==> config.mk <==
export PLATFORM = sky130hd
export DESIGN_NAME = adder_share_arbiter
export DESIGN_NICKNAME = d
export VERILOG_FILES = /design/src/rtl/adder_share_arbiter.sv
export SDC_FILE = /design/constraint.sdc
export NUM_CORES = 1
export LEC_CHECK = 0
export BUFFER_PORTS_ARGS = -buffer_cell sky130_fd_sc_hd__buf_4
export CORE_MARGIN = 5
export CORE_UTILIZATION = 35
export CTS_BUF_LIST = sky130_fd_sc_hd__clkbuf_8 sky130_fd_sc_hd__clkbuf_16
export DETAILED_ROUTE_END_ITERATION = 8
export PLACE_DENSITY = 0.69
export SYNTH_ARGS = -nofsm -noshare
export SYNTH_HDL_FRONTEND = slang
export SYNTH_SLANG_ARGS = --single-unit
export TNS_END_PERCENT = 100
==> constraint.sdc <==
create_clock -name clk -period 2.1 [get_ports clk]
set_clock_uncertainty 0.15 [all_clocks]
set_input_delay 0.42 -clock clk [delete_from_list [all_inputs] [get_ports clk]]
set_output_delay 0.42 -clock clk [all_outputs]
set_load 0.02 [all_outputs]
==> src/rtl/adder_share_arbiter.sv <==
// adder_share_arbiter
//   Shares a single adder_8_bits instance between two clients. One client is
//   granted at a time. Its operands are registered into the adder, and the
//   registered sum/overflow comes back tagged with the client id.
//
//   Ports:
//     clk, rst            rising-edge clock, async active-high reset
//     req0/a0/b0, gnt0    client 0 request (level), operands, grant pulse
//     req1/a1/b1, gnt1    client 1 request (level), operands, grant pulse
//     res_valid           one-cycle result strobe
//     res_id              owner of the result (valid from the grant cycle)
//     res_sum, res_ovf    registered sum and two's-complement overflow
//
//   Operand bit numbering is [1:8], where bit 1 is the MSB.
//
//   Build option: ADDER_ARB_FIXED_PRIO_EN
//     Defined:   client 0 always wins contention.
//     Undefined: round-robin arbitration using the last-winner pointer.

module adder_8_bits (
  output logic [1:8] sum,
  output logic       ovf,
  input  logic [1:8] x,
  input  logic [1:8] y
);
  assign sum = x + y;
  // Signed overflow: the operands share a sign, but the result sign differs.
  assign ovf = (x[1] == y[1]) && (sum[1] != x[1]);
endmodule

module adder_share_arbiter (
  input  logic       clk,
  input  logic       rst,
  input  logic       req0,
  input  logic [1:8] a0,
  input  logic [1:8] b0,
  output logic       gnt0,
  input  logic       req1,
  input  logic [1:8] a1,
  input  logic [1:8] b1,
  output logic       gnt1,
  output logic       res_valid,
  output logic       res_id,
  output logic [1:8] res_sum,
  output logic       res_ovf
);
  localparam logic IDLE = 1'b0;
  localparam logic EXEC = 1'b1;

  logic       state;
  logic       win;
  logic [1:8] opa, opb;
  logic [1:8] add_sum;
  logic       add_ovf;

  adder_8_bits u_add (
    .sum (add_sum),
    .ovf (add_ovf),
    .x   (opa),
    .y   (opb)
  );

`ifdef ADDER_ARB_FIXED_PRIO_EN
  // Client 0 wins whenever it requests. win is only used when a request is present.
  always_comb win = ~req0;
`else
  logic last;

  // Under contention the client that did not win last time is chosen.
  always_comb begin
    win = req1;
    if (req0 && req1) win = ~last;
  end

  always_ff @(posedge clk or posedge rst) begin
    if (rst)                              last <= 1'b1;
    else if (state == IDLE && (req0 || req1)) last <= win;
  end
`endif

  always_ff @(posedge clk or posedge rst) begin
    if (rst) begin
      state     <= IDLE;
      gnt0      <= 1'b0;
      gnt1      <= 1'b0;
      res_valid <= 1'b0;
      res_id    <= 1'b0;
      res_sum   <= '0;
      res_ovf   <= 1'b0;
      opa       <= '0;
      opb       <= '0;
    end else begin
      case (state)
        IDLE: begin
          res_valid <= 1'b0;
          if (req0 || req1) begin
            opa    <= win ? a1 : a0;
            opb    <= win ? b1 : b0;
            gnt0   <= ~win;
            gnt1   <= win;
            res_id <= win;
            state  <= EXEC;
          end
        end
        default: begin
          // Requests are ignored here. The adder output settles from opa/opb.
          gnt0      <= 1'b0;
          gnt1      <= 1'b0;
          res_sum   <= add_sum;
          res_ovf   <= add_ovf;
          res_valid <= 1'b1;
          state     <= IDLE;
        end
      endcase
    end
  end
endmodule

==> Word level (Yosys, flattened, before mapping) <==
Cells that the tools add are included.
{ "classes": {"div": 0, "n_shift": 0, "n_reduce_logical": 6, "order_cmp": 0, "eq_ne": 2, "add_sub_neg": 1, "n_mul": 0, "mux": 10, "bitwise": 3} }
{ "op_table": {"columns": ["operator", "count"], "rows": [
  ["$mux W8", 2],
  ["$add A8 B8 Y8", 1],
  ["$mux W1", 8],
  ["$logic_and A1 B1 Y1", 3],
  ["$not A1 Y1", 3],
  ["$reduce_and A2 Y1", 1],
  ["$reduce_bool A2 Y1", 1],
  ["$eq A1 B1 Y1", 1],
  ["$logic_or A1 B1 Y1", 1],
  ["$ne A1 B1 Y1", 1]
]} }
{ "totals": {"mem_bits_rw": 0, "reg_bits": 31, "word_cells": 32, "latchBits": 0, "mem_count": 0, "romBits": 0} }

==> Depth between registers and ports, before layout <==
Gate-level depths: netlist of run 1.
{ "depth": {"ltp_word": 5, "depth_mapped": 6, "ltp_nobuf": 6} }

==> Hierarchy <==
Synthesis of run 1 repeated with hierarchy kept, for this count alone.
{ "hier_totals": {"hier_cells": 124, "hier_area_um2": 1576.5} }
{ "modules_own_cells": {"columns": ["mod", "seq_area_each_um2", "cells_each", "n_inst", "area_per_inst_um2"], "rows": [
  ["adder_share_arbiter", 777.0, 90, 1, 1297.5],
  ["adder_8_bits", 0.0, 34, 1, 279.0]
]} }

==> Least setup slack after synthesis of run 1 <==
Ideal clock, no wire load.
{ "synth_path": {"path_kind": "reg-to-reg", "start": "reg opa[8] (netlist bit)", "end": "reg res_sum[2] (netlist bit)", "n_path_buf": 0, "arrival_time_ns": 1.870, "path_slack_ns": 0.011, "stages_incl_launch_ff": 7, "path_cell_list": "dfrtp_1 -> ha_1 -> fa_1 -> a21o_2 -> a31o_1 -> a2111o_1 -> nand3_1"} }
{ "synth_between": {"elab_chain_cells": 1} }
{ "synth_lines": {"columns": ["element", "line", "rtl"], "rows": [
  ["from (decl)", "52", "logic [1:8] opa, opb;"],
  ["from (signal assigned)", "97", "opa <= win ? a1 : a0;"],
  ["$add A8 B8 Y8", "26", "assign sum = x + y;"],
  ["to (signal assigned)", "109", "res_sum <= add_sum;"],
  ["to (decl)", "44", "output logic [1:8] res_sum,"]
]} }
Every way passes these cells.
A chain may end at the register's enable or synchronous reset.

==> Final worst setup path of run 1 <==
{ "layout_path": {"start": "reg opb[8] (netlist bit)", "end": "reg res_sum[2] (netlist bit)"} }
{ "layout_between": {"elab_chain_cells": 1} }
{ "layout_lines": {"columns": ["element", "line", "rtl"], "rows": [
  ["from (decl)", "52", null],
  ["from (signal assigned)", "98", "opb <= win ? b1 : b0;"],
  ["$add A8 B8 Y8", "26", null]
]} }
Every way passes these cells.

==> results of run 1 <==
-- logic make-up after synthesis --
kind of cell               Yosys count
buffers and inverters               13
muxes                               19
DFF                                 31
and+or+nand+nor                     31
AOI/OAI and AO/OA                   50
xor gates and xnor gates             3
adders and majority gates            8
-- state kept, by name, summed over array words and instances, names as in the netlist --
register,cells
opa,8
opb,8
res_sum,8
gnt0,1
gnt1,1
last,1
res_id,1
res_ovf,1
res_valid,1
state,1
-- cells in the final DEF (no fill, tap or decap), types with 3 or more instances in the layout --
master	netlist	routed
mux2_2	3	3
dfrtp_1	30	30
clkbuf_8	0	5
o21ai_1	4	3
o21ai_0	14	14
nor2_1	6	6
mux2i_1	16	16
buf_4	1	54
a21oi_1	7	7
ha_1	7	6
inv_1	5	8
nand2_1	17	17
a21o_1	4	4
a31oi_1	3	3
-- routing by layer --
layer / routed length (um) / track usage (%) / vias to the layer above
met1: 1470 / 14.5 / 625
li1: - / - / 671
met2: 1680 / 20.1 / 41
met4: 96 / 7.34 / 0
met3: 242 / 3.10 / 7
met5: 0 / 0 / -
-- critical path: stages, from the launching register on --
cell	delay [ns]
dfrtp_1	0.39
ha_2	0.20
fa_2	0.36
a21o_2	0.20
a31o_1	0.23
a2111o_1	0.36
nand3_1	0.07
-- timing repair --
| action | CTS | global route |
|---|---|---|
| endpoints found under the setup margin | 1 | 2 |
| resized for setup | 1 | 1 |
| pin swaps | 0 | 4 |
| cloned | 0 | 0 |
| setup buffers | 0 | 1 |
-- path summary, 6_finish.rpt --
path                              endpoint  cells past startpoint        from  slack [ns]
worst min register to register  res_sum[5]                      1  res_sum[5]        0.34
max in group asynchronous           opb[8]                      3         rst        1.25
worst min-delay path            res_sum[2]                      2         rst        0.05
worst max register to register  res_sum[2]                      6      opb[8]        0.09
worst max-delay path            res_sum[2]                      6      opb[8]        0.09
min in group clk                      last                      2        req0        0.19
-- final cells by class --
| class | instances | area share [%] |
|---|---|---|
| multi-input cells | 111 | 37.0 |
| repair buffers | 55 | 19.6 |
| clock inverters | 3 | 0.518 |
| inverters | 5 | 0.864 |
| flip-flops and latches | 31 | 35.8 |
| well taps | 54 | 3.11 |
| clock buffers | 5 | 3.17 |
-- where the power goes --
group          internal, mW  switching, mW  total (mW)  leakage, nW
Sequential            0.771          0.111       0.881        0.374
Clock                 0.220          0.206       0.426       0.0519
Combinational         0.461          0.492       0.953        0.657
Total                  1.45          0.809        2.26         1.08
==> impl_metrics.env, run 1 <==
export IMPL_status="finished clean"
export IMPL_ys_warn_count=0
export IMPL_synth_top_family_by_area="compound AO/OA/AOI/OAI gates"
export IMPL_cts_root_buf="clkbuf_8"
export IMPL_fmax_mhz=497
export IMPL_holdBufCountCts=0
export IMPL_wl_per_cell_um=13.2
export IMPL_synth_compound_area_share_pct=20.0
export IMPL_ys_ff_latch=31
export IMPL_hold_ws_ns=0.0543
export IMPL_syn_inst=155
export IMPL_power_mw=2.26
export IMPL_grt_use_total_pct=12.3
export IMPL_synthDistinctLibCells=41
export IMPL_hold_viol_final=0
export IMPL_synthMostInstantiatedCell="dfrtp_1"
export IMPL_antenna_cells=0
export IMPL_drt_iter0_markers=24
export IMPL_fin_ws_ns=0.0863
export IMPL_min_period_ns=2.01
export IMPL_area_growth_pct=32.2
export IMPL_core_area_mm2=0.00463
export IMPL_final_area_mm2=0.00217
export IMPL_grt_first_pass_wirelength_mm=5.86
export IMPL_dp_cells=255
export IMPL_portBuffers=48
export IMPL_synth_adder_area_share_pct=6.54
export IMPL_dr_pass1_iters=4
export IMPL_synth_common_cells="dfrtp_1 (30), nand2_1 (17), mux2i_1 (16), o21ai_0 (14)"
export IMPL_yosys_area_share_simple_pct=8.22
export IMPL_multiInputGateArea_um2=805
export IMPL_grt_max_degree=35
export IMPL_synth_xor_area_share_pct=1.60
export IMPL_numCtsBuffers=5
export IMPL_antenna_found_initial=0
export IMPL_num_rows=25
export IMPL_start_kind="register"
export IMPL_ios=49
export IMPL_synth_top_area_share_pct=45.7
export IMPL_drv_cap=0
export IMPL_fillCellCount=480
export IMPL_avgSynthCellArea_um2=10.6
export IMPL_num_vias=1344
export IMPL_synthMuxAreaShare_pct=11.8
export IMPL_crit_required_ns=2.17
export IMPL_via_per_inst=5.09
export IMPL_dp_hpwl_mm=2.65
export IMPL_ant_nets=0
export IMPL_min_period_over_period_pct=95.9
export IMPL_p_per_area_mw_per_mm2=1040
export IMPL_fin_util_pct=46.9
export IMPL_slew_headroom_pct=60.7
export IMPL_path_max_fanout=2
export IMPL_die_w_um=78.5
export IMPL_drc_errors=0
export IMPL_ctsHtreeMaxLevel=2
export IMPL_drive_above_1_share_pct=33.8
export IMPL_finalSetupTns_ns=0
export IMPL_cts_tree="done"
export IMPL_die_area_mm2=0.00617
export IMPL_peakVddDrop_mv=0.367
export IMPL_ys_seq_area_share_pct=47.3
export IMPL_worst_slew_pin_slew_ns=0.590
export IMPL_wirelength_mm=3.49
export IMPL_seq_area_um2=777
export IMPL_hold_class="input pin to asynchronous set/reset pin"
export IMPL_clk_path_buf_depth=2
export IMPL_p_leak_nw=1.08
export IMPL_start_util_pct=35.5
export IMPL_cts_sinks=31
export IMPL_syn_cell_area_mm2=0.00164
export IMPL_place_area_mm2=0.00208
export IMPL_worstSkewPairLatency_ns=0.28
export IMPL_yosys_area_top_type="dfrtp_1"
export IMPL_fin_nets=253
export IMPL_synth_ff_type="dfrtp_1"
export IMPL_die_h_um=78.5
export IMPL_pre_cts_slack_ns=-0.0214
export IMPL_crit_arrival_ns=2.08
export IMPL_grt_pass1_vias=1297
export IMPL_synth_async_reset_ratio_pct=100
export IMPL_drv_slew=0
export IMPL_synth_edf_count=0
export IMPL_grt_setup_unrepaired="no"
export IMPL_cp_end_kind="register"
export IMPL_stdcell_count=264
export IMPL_path_class="register to register"
export IMPL_grt_overflow_total=0
export IMPL_synth_area_top_cells="dfrtp_1 (46%), mux2i_1 (9.7%), ha_1 (5.3%), o21ai_0 (4.3%), nand2_1 (3.9%)"
export IMPL_cts_clk_slew_worst_paths_ns=0.06
export IMPL_place_congestion=0.720
export IMPL_setup_viol=0
export IMPL_syn_nets=199
(Power assumes the default switching activity.)
==> inputs of run 2 (changes only) <==
--- a/config.mk
+++ b/config.mk
@@ -8,9 +8,7 @@
 export BUFFER_PORTS_ARGS = -buffer_cell sky130_fd_sc_hd__buf_4
 export CORE_MARGIN = 5
 export CORE_UTILIZATION = 35
-export CTS_BUF_LIST = sky130_fd_sc_hd__clkbuf_8 sky130_fd_sc_hd__clkbuf_16
 export DETAILED_ROUTE_END_ITERATION = 8
-export PLACE_DENSITY = 0.69
 export SYNTH_ARGS = -nofsm -noshare
 export SYNTH_HDL_FRONTEND = slang
 export SYNTH_SLANG_ARGS = --single-unit
==> impl_metrics.env, run 2 (synthesized netlist as in run 1, its figures left out) <==
export IMPL_stdcell_count=266
export IMPL_grt_first_pass_wirelength_mm=5.79
export IMPL_area_growth_pct=33.1
export IMPL_via_per_inst=4.95
export IMPL_antenna_cells=0
export IMPL_cp_end_kind="register"
export IMPL_fin_ws_ns=0.0699
export IMPL_dr_pass1_iters=4
export IMPL_portBuffers=48
export IMPL_grt_use_total_pct=11.8
export IMPL_grt_max_degree=35
export IMPL_crit_required_ns=2.16
export IMPL_power_internal_mw=1.48
export IMPL_min_period_over_period_pct=96.7
export IMPL_status="finished clean"
export IMPL_setup_viol=0
export IMPL_largestRegisters="opa (8), opb (8), res_sum (8)"
export IMPL_core_area_mm2=0.00463
export IMPL_grtUsageMet2_pct=19.5
export IMPL_cts_tree="done"
export IMPL_combPwrFrac_pct=42.5
export IMPL_grt_busiest_layer="met2"
export IMPL_fillCellCount=475
export IMPL_fin_nets=255
export IMPL_peakVddDrop_mv=0.354
export IMPL_num_rows=25
export IMPL_drt_iter0_markers=41
export IMPL_final_cell_mix="buf_4 (56), dfrtp_1 (30), nand2_1 (17)"
export IMPL_die_w_um=78.5
export IMPL_start_kind="register"
export IMPL_grt_overflow_total=0
export IMPL_dp_hpwl_mm=2.73
export IMPL_power_mw=2.28
export IMPL_num_vias=1317
export IMPL_drc_errors=0
export IMPL_pre_cts_slack_ns=-0.00579
export IMPL_p_clk_share_pct=19.0
export IMPL_hold_viol_final=0
export IMPL_path_max_fanout=2
export IMPL_min_period_ns=2.03
export IMPL_power_switching_mw=0.801
export IMPL_place_congestion=0.780
export IMPL_drv_cap=0
export IMPL_cts_root_buf="clkbuf_8"
export IMPL_worst_slew_pin_slew_ns=0.577
export IMPL_start_util_pct=35.5
export IMPL_ant_nets=0
export IMPL_finalSetupTns_ns=0
export IMPL_p_per_area_mw_per_mm2=1040
export IMPL_globalRouteMet3Util_pct=2.87
export IMPL_numCtsBuffers=5
export IMPL_p_leak_nw=1.08
export IMPL_crit_arrival_ns=2.09
export IMPL_final_common_cell="buf_4"
export IMPL_worstSkewPairLatency_ns=0.27
export IMPL_hold_class="input pin to asynchronous set/reset pin"
export IMPL_drive_above_1_share_pct=34.4
export IMPL_switching_share_pct=35.1
export IMPL_wirelength_mm=3.49
export IMPL_die_h_um=78.5
export IMPL_fmax_mhz=493
export IMPL_dp_cells=257
export IMPL_cts_clk_slew_worst_paths_ns=0.06
export IMPL_cts_sinks=31
export IMPL_ctsHtreeMaxLevel=2
export IMPL_grt_util_met1_pct=14.3
export IMPL_die_area_mm2=0.00617
export IMPL_p_seq_share_pct=38.5
export IMPL_grt_setup_unrepaired="no"
export IMPL_clk_path_buf_depth=2
export IMPL_drv_slew=0
export IMPL_slew_headroom_pct=61.5
export IMPL_path_class="register to register"
export IMPL_wl_per_cell_um=13.1
export IMPL_ios=49
export IMPL_grt_pass1_vias=1285
export IMPL_antenna_found_initial=0
[run 2: power groups by stage]
stage          clock [mW]  sequential [mW]  combinational, mW
2_1_floorplan           0            0.987              0.522
3_3_place_gp            0            0.885              0.961
3_5_place_dp            0            0.891              0.972
4_1_cts             0.451            0.881              0.978
5_1_grt             0.479            0.904               1.06
6_report            0.434            0.876              0.969
[run 2: per-stage QoR]
step	util, %	cell area, um^2	hold WS, ns
2_1_floorplan	-	1640	0.262
3_3_place_gp	45.3	2100	0.317
3_5_place_dp	45.3	2100	0.326
4_1_cts	47.1	2180	0.0737
5_1_grt	47.3	2190	0.103
6_report	47.3	2190	0.0549
[run 2: worst max-delay path: stages, from the launching register on]
cell and delay [ns]:
dfrtp_1 0.38, ha_2 0.20, fa_2 0.33, a21o_2 0.22
a31o_1 0.22, a2111o_1 0.40, nand3_1 0.07
[run 2: layout make-up]
class                           instances  area (um^2)  area share, %
Multi-Input combinational cell        111          805           36.8
Clock buffer                            8         80.1           3.66
Tap cell                               54         67.6           3.09
Sequential cell                        31          777           35.5
Inverter                                5         18.8          0.858
Timing Repair Buffer                   57          440           20.1
[run 2: routing by layer]
| layer | wire length, um | share of wire [%] | up-vias |
|---|---|---|---|
| li1 | - | - | 672 |
| met1 | 1620 | 46 | 612 |
| met2 | 1660 | 48 | 27 |
| met3 | 142 | 4.1 | 6 |
| met4 | 65 | 1.9 | 0 |
| met5 | 0 | 0 | - |
[run 2: what timing repair did]
action / in CTS / in global routing
buffers inserted: 0 / 1
endpoints found under the setup margin: 1 / 1
gates resized for setup: 1 / 1
hold buffers: 0 / 0
[run 2: final timing paths]
kind	depth (start not counted)	startpoint	endpoint	slack, ns
max	6	opa[8]	res_sum[2]	0.07
min	2	rst	res_sum[4]	0.05
max reg2reg	6	opa[8]	res_sum[2]	0.07
min reg2reg	2	opb[5]	opb[5]	0.33
max in group asynchronous	3	rst	opb[3]	1.25
min in group clk	2	req0	last	0.21
==> inputs of run 3 (changes only) <==
--- a/config.mk
+++ b/config.mk
@@ -5,9 +5,11 @@
 export SDC_FILE = /design/constraint.sdc
 export NUM_CORES = 1
 export LEC_CHECK = 0
+export ABC_AREA = 1
 export BUFFER_PORTS_ARGS = -buffer_cell sky130_fd_sc_hd__buf_4
 export CORE_MARGIN = 5
 export CORE_UTILIZATION = 35
+export CTS_BUF_LIST = sky130_fd_sc_hd__clkbuf_2
 export DETAILED_ROUTE_END_ITERATION = 8
 export SYNTH_ARGS = -nofsm -noshare
 export SYNTH_HDL_FRONTEND = slang
==> constraint.sdc (replaced) <==
create_clock -name clk -period 1.75 [get_ports clk]
set_clock_uncertainty 0.15 [all_clocks]
set_input_delay 0.35 -clock clk [delete_from_list [all_inputs] [get_ports clk]]
set_output_delay 0.35 -clock clk [all_outputs]
set_load 0.02 [all_outputs]
==> impl_metrics.env, run 3 <==
export IMPL_dp_hpwl_mm=2.92
export IMPL_grt_first_pass_wirelength_mm=6.60
export IMPL_syn_nets=247
export IMPL_drive_above_1_share_pct=36.2
export IMPL_synth_ff_type="dfrtp_1"
export IMPL_dr_pass1_iters=4
export IMPL_largestRegisters="opa (8), opb (8), res_sum (8)"
export IMPL_grt_setup_unrepaired="no"
export IMPL_ys_warn_count=0
export IMPL_drv_cap=0
export IMPL_start_kind="register"
export IMPL_worstRegToRegCells=8
export IMPL_synthDistinctLibCells=24
export IMPL_final_area_mm2=0.00223
export IMPL_via_per_inst=4.50
export IMPL_drt_iter0_markers=55
export IMPL_cts_root_buf="clkbuf_2"
export IMPL_num_vias=1473
export IMPL_area_growth_pct=31.6
export IMPL_grt_overflow_total=0
export IMPL_synth_top_area_share_pct=44.2
export IMPL_p_per_area_mw_per_mm2=1170
export IMPL_p_clk_share_pct=13.3
export IMPL_synthMostInstantiatedCell="nand2_1"
export IMPL_holdPathEnd="opa[1]"
export IMPL_power_switching_mw=1.04
export IMPL_die_area_mm2=0.00634
export IMPL_portBuffers=48
export IMPL_combPwrFrac_pct=46.2
export IMPL_slew_headroom_pct=73.6
export IMPL_drc_errors=0
export IMPL_worstSkewPairLatency_ns=0.36
export IMPL_cts_clk_slew_worst_paths_ns=0.16
export IMPL_final_common_cell="nand2_1"
export IMPL_start_util_pct=35.9
export IMPL_status="finished clean"
export IMPL_r2r_end="res_sum[2]"
export IMPL_min_period_over_period_pct=93.7
export IMPL_syn_cell_area_mm2=0.00170
export IMPL_synth_area_top_cells="dfrtp_1 (44%), nand2_1 (13%), o21ai_2 (6.2%), o21ai_0 (5.9%), ha_1 (5.2%)"
export IMPL_place_area_mm2=0.00211
export IMPL_synth_common_cells="nand2_1 (61), dfrtp_1 (30), nor2_1 (20), o21ai_0 (20), inv_1 (13)"
export IMPL_grt_use_total_pct=13.5
export IMPL_grt_max_degree=32
export IMPL_seq_area_um2=777
export IMPL_setup_viol=0
export IMPL_r2r_slack_ns=0.11
export IMPL_p_seq_share_pct=40.5
export IMPL_path_max_fanout=3
export IMPL_grt_pass1_vias=1487
export IMPL_fillCellCount=484
export IMPL_p_leak_nw=1.13
export IMPL_crit_required_ns=1.88
export IMPL_cts_sinks=31
export IMPL_fmax_mhz=610
export IMPL_ant_nets=0
export IMPL_avgSynthCellArea_um2=8.36
export IMPL_synth_edf_count=0
export IMPL_ctsHtreeMaxLevel=2
export IMPL_cp_end_kind="register"
export IMPL_dp_cells=316
export IMPL_antenna_cells=0
export IMPL_wl_per_cell_um=12.0
export IMPL_fin_nets=303
export IMPL_num_rows=25
export IMPL_hp_start="a1[1]"
export IMPL_ys_seq_area_share_pct=45.8
export IMPL_crit_arrival_ns=1.77
export IMPL_path_class="register to register"
export IMPL_wirelength_mm=3.93
export IMPL_yosys_area_top_type="dfrtp_1"
export IMPL_r2r_start="opa[8]"
export IMPL_clk_path_buf_depth=2
export IMPL_numCtsBuffers=5
export IMPL_synth_async_reset_ratio_pct=100
export IMPL_power_internal_mw=1.57
export IMPL_stdcell_count=327
export IMPL_multiInputGateArea_um2=845
export IMPL_min_path_cells=3
export IMPL_final_cell_mix="nand2_1 (59), buf_4 (55), dfrtp_1 (30)"
export IMPL_ios=49
export IMPL_hold_class="input pin to register"
export IMPL_peakVddDrop_mv=0.309
export IMPL_min_period_ns=1.64
export IMPL_cts_tree="done"
export IMPL_drv_slew=0
export IMPL_worst_slew_pin_slew_ns=0.396
export IMPL_core_area_mm2=0.00472
export IMPL_syn_inst=203
export IMPL_die_h_um=79.6
export IMPL_antenna_found_initial=0
export IMPL_place_congestion=0.838
export IMPL_die_w_um=79.6
export IMPL_finalSetupTns_ns=0
export IMPL_hold_viol_final=0
export IMPL_ys_ff_latch=31
export IMPL_switching_share_pct=39.9
-- run 3: cell types whose count changed after synthesis, sizes merged, moves of 5 or more --
cell	delta
nand2	+45
a21o	-5
inv	+12
o21ai	+16
nor2	+14
mux2i	-16
nand3	+10
-- run 3: cell families (layout without fill, tap and decap cells) --
family | Yosys count | in the layout | synth area share [%]
buffers and inverters | 24 | 81 | 7.74
DFF | 31 | 31 | 45.8
adders and majority gates | 8 | 8 | 6.34
AOI/OAI and AO/OA | 42 | 42 | 16.7
and+or+nand+nor | 98 | 98 | 23.5
-- run 3: critical path: stages (launching register included) --
cell	delay [ns]
dfrtp_1	0.42
ha_2	0.19
fa_2	0.34
nand2_2	0.09
nand2_2	0.06
nand3b_1	0.10
nand3_1	0.07
nand3_1	0.08
nand2_1	0.05
-- run 3: how the worst max path moves through the flow --
| stage | from | endpoint | slack, ns |
|---|---|---|---|
| 6_report | opa[8] | res_sum[2] | 0.11 |
| 5_1_grt | opb[8] | res_sum[2] | 0.0007 |
| 4_1_cts | opa[8] | res_sum[2] | 0.02 |
| 3_5_place_dp | opa[8] | res_sum[2] | 0.01 |
| 3_3_place_gp | opa[8] | res_sum[2] | 0.05 |
| 2_1_floorplan | opa[8] | res_sum[2] | 0.10 |
-- run 3: repair_timing --
action	CTS	global route
pin swaps	0	2
buffers inserted	0	2
setup endpoints to repair	1	4
hold buffers	1	0
endpoints found under the hold margin	30	0
gates resized for setup	1	10
-- run 3: per-layer routing --
layer	routed length [um]	track usage, %
met5	0	0
met4	74	5.67
met3	197	3.84
met2	1830	21.9
met1	1830	16.6
-- run 3: power by group through the flow --
stage | combinational (mW) | sequential [mW] | clock [mW]
after global placement | 1.12 | 1.05 | 0
after detailed placement | 1.13 | 1.06 | 0
final | 1.20 | 1.06 | 0.346
after CTS | 1.14 | 1.04 | 0.367
after global routing | 1.36 | 1.09 | 0.395
after floorplan | 0.624 | 1.18 | 0
-- run 3: area by class of cell --
class | count | area share (%)
multi-input cells | 148 | 37.8
clock inverters | 1 | 0.224
well taps | 67 | 3.76
inverters | 17 | 2.86
repair buffers | 56 | 18.9
clock buffers | 7 | 1.57
flip-flops and latches | 31 | 34.8
-- run 3: metrics by stage --
stage / utilization (%) / power [mW] / setup slack (ns) / hold slack (ns)
after floorplan: - / 1.80 / 0.103 / 0.280
after global placement: 44.7 / 2.17 / 0.0546 / 0.303
after detailed placement: 44.7 / 2.19 / 0.0121 / 0.311
after CTS: 45.8 / 2.55 / 0.0209 / 0.0425
after global routing: 47.3 / 2.84 / 0.000749 / 0.0394
final: 47.3 / 2.61 / 0.110 / 0.0691
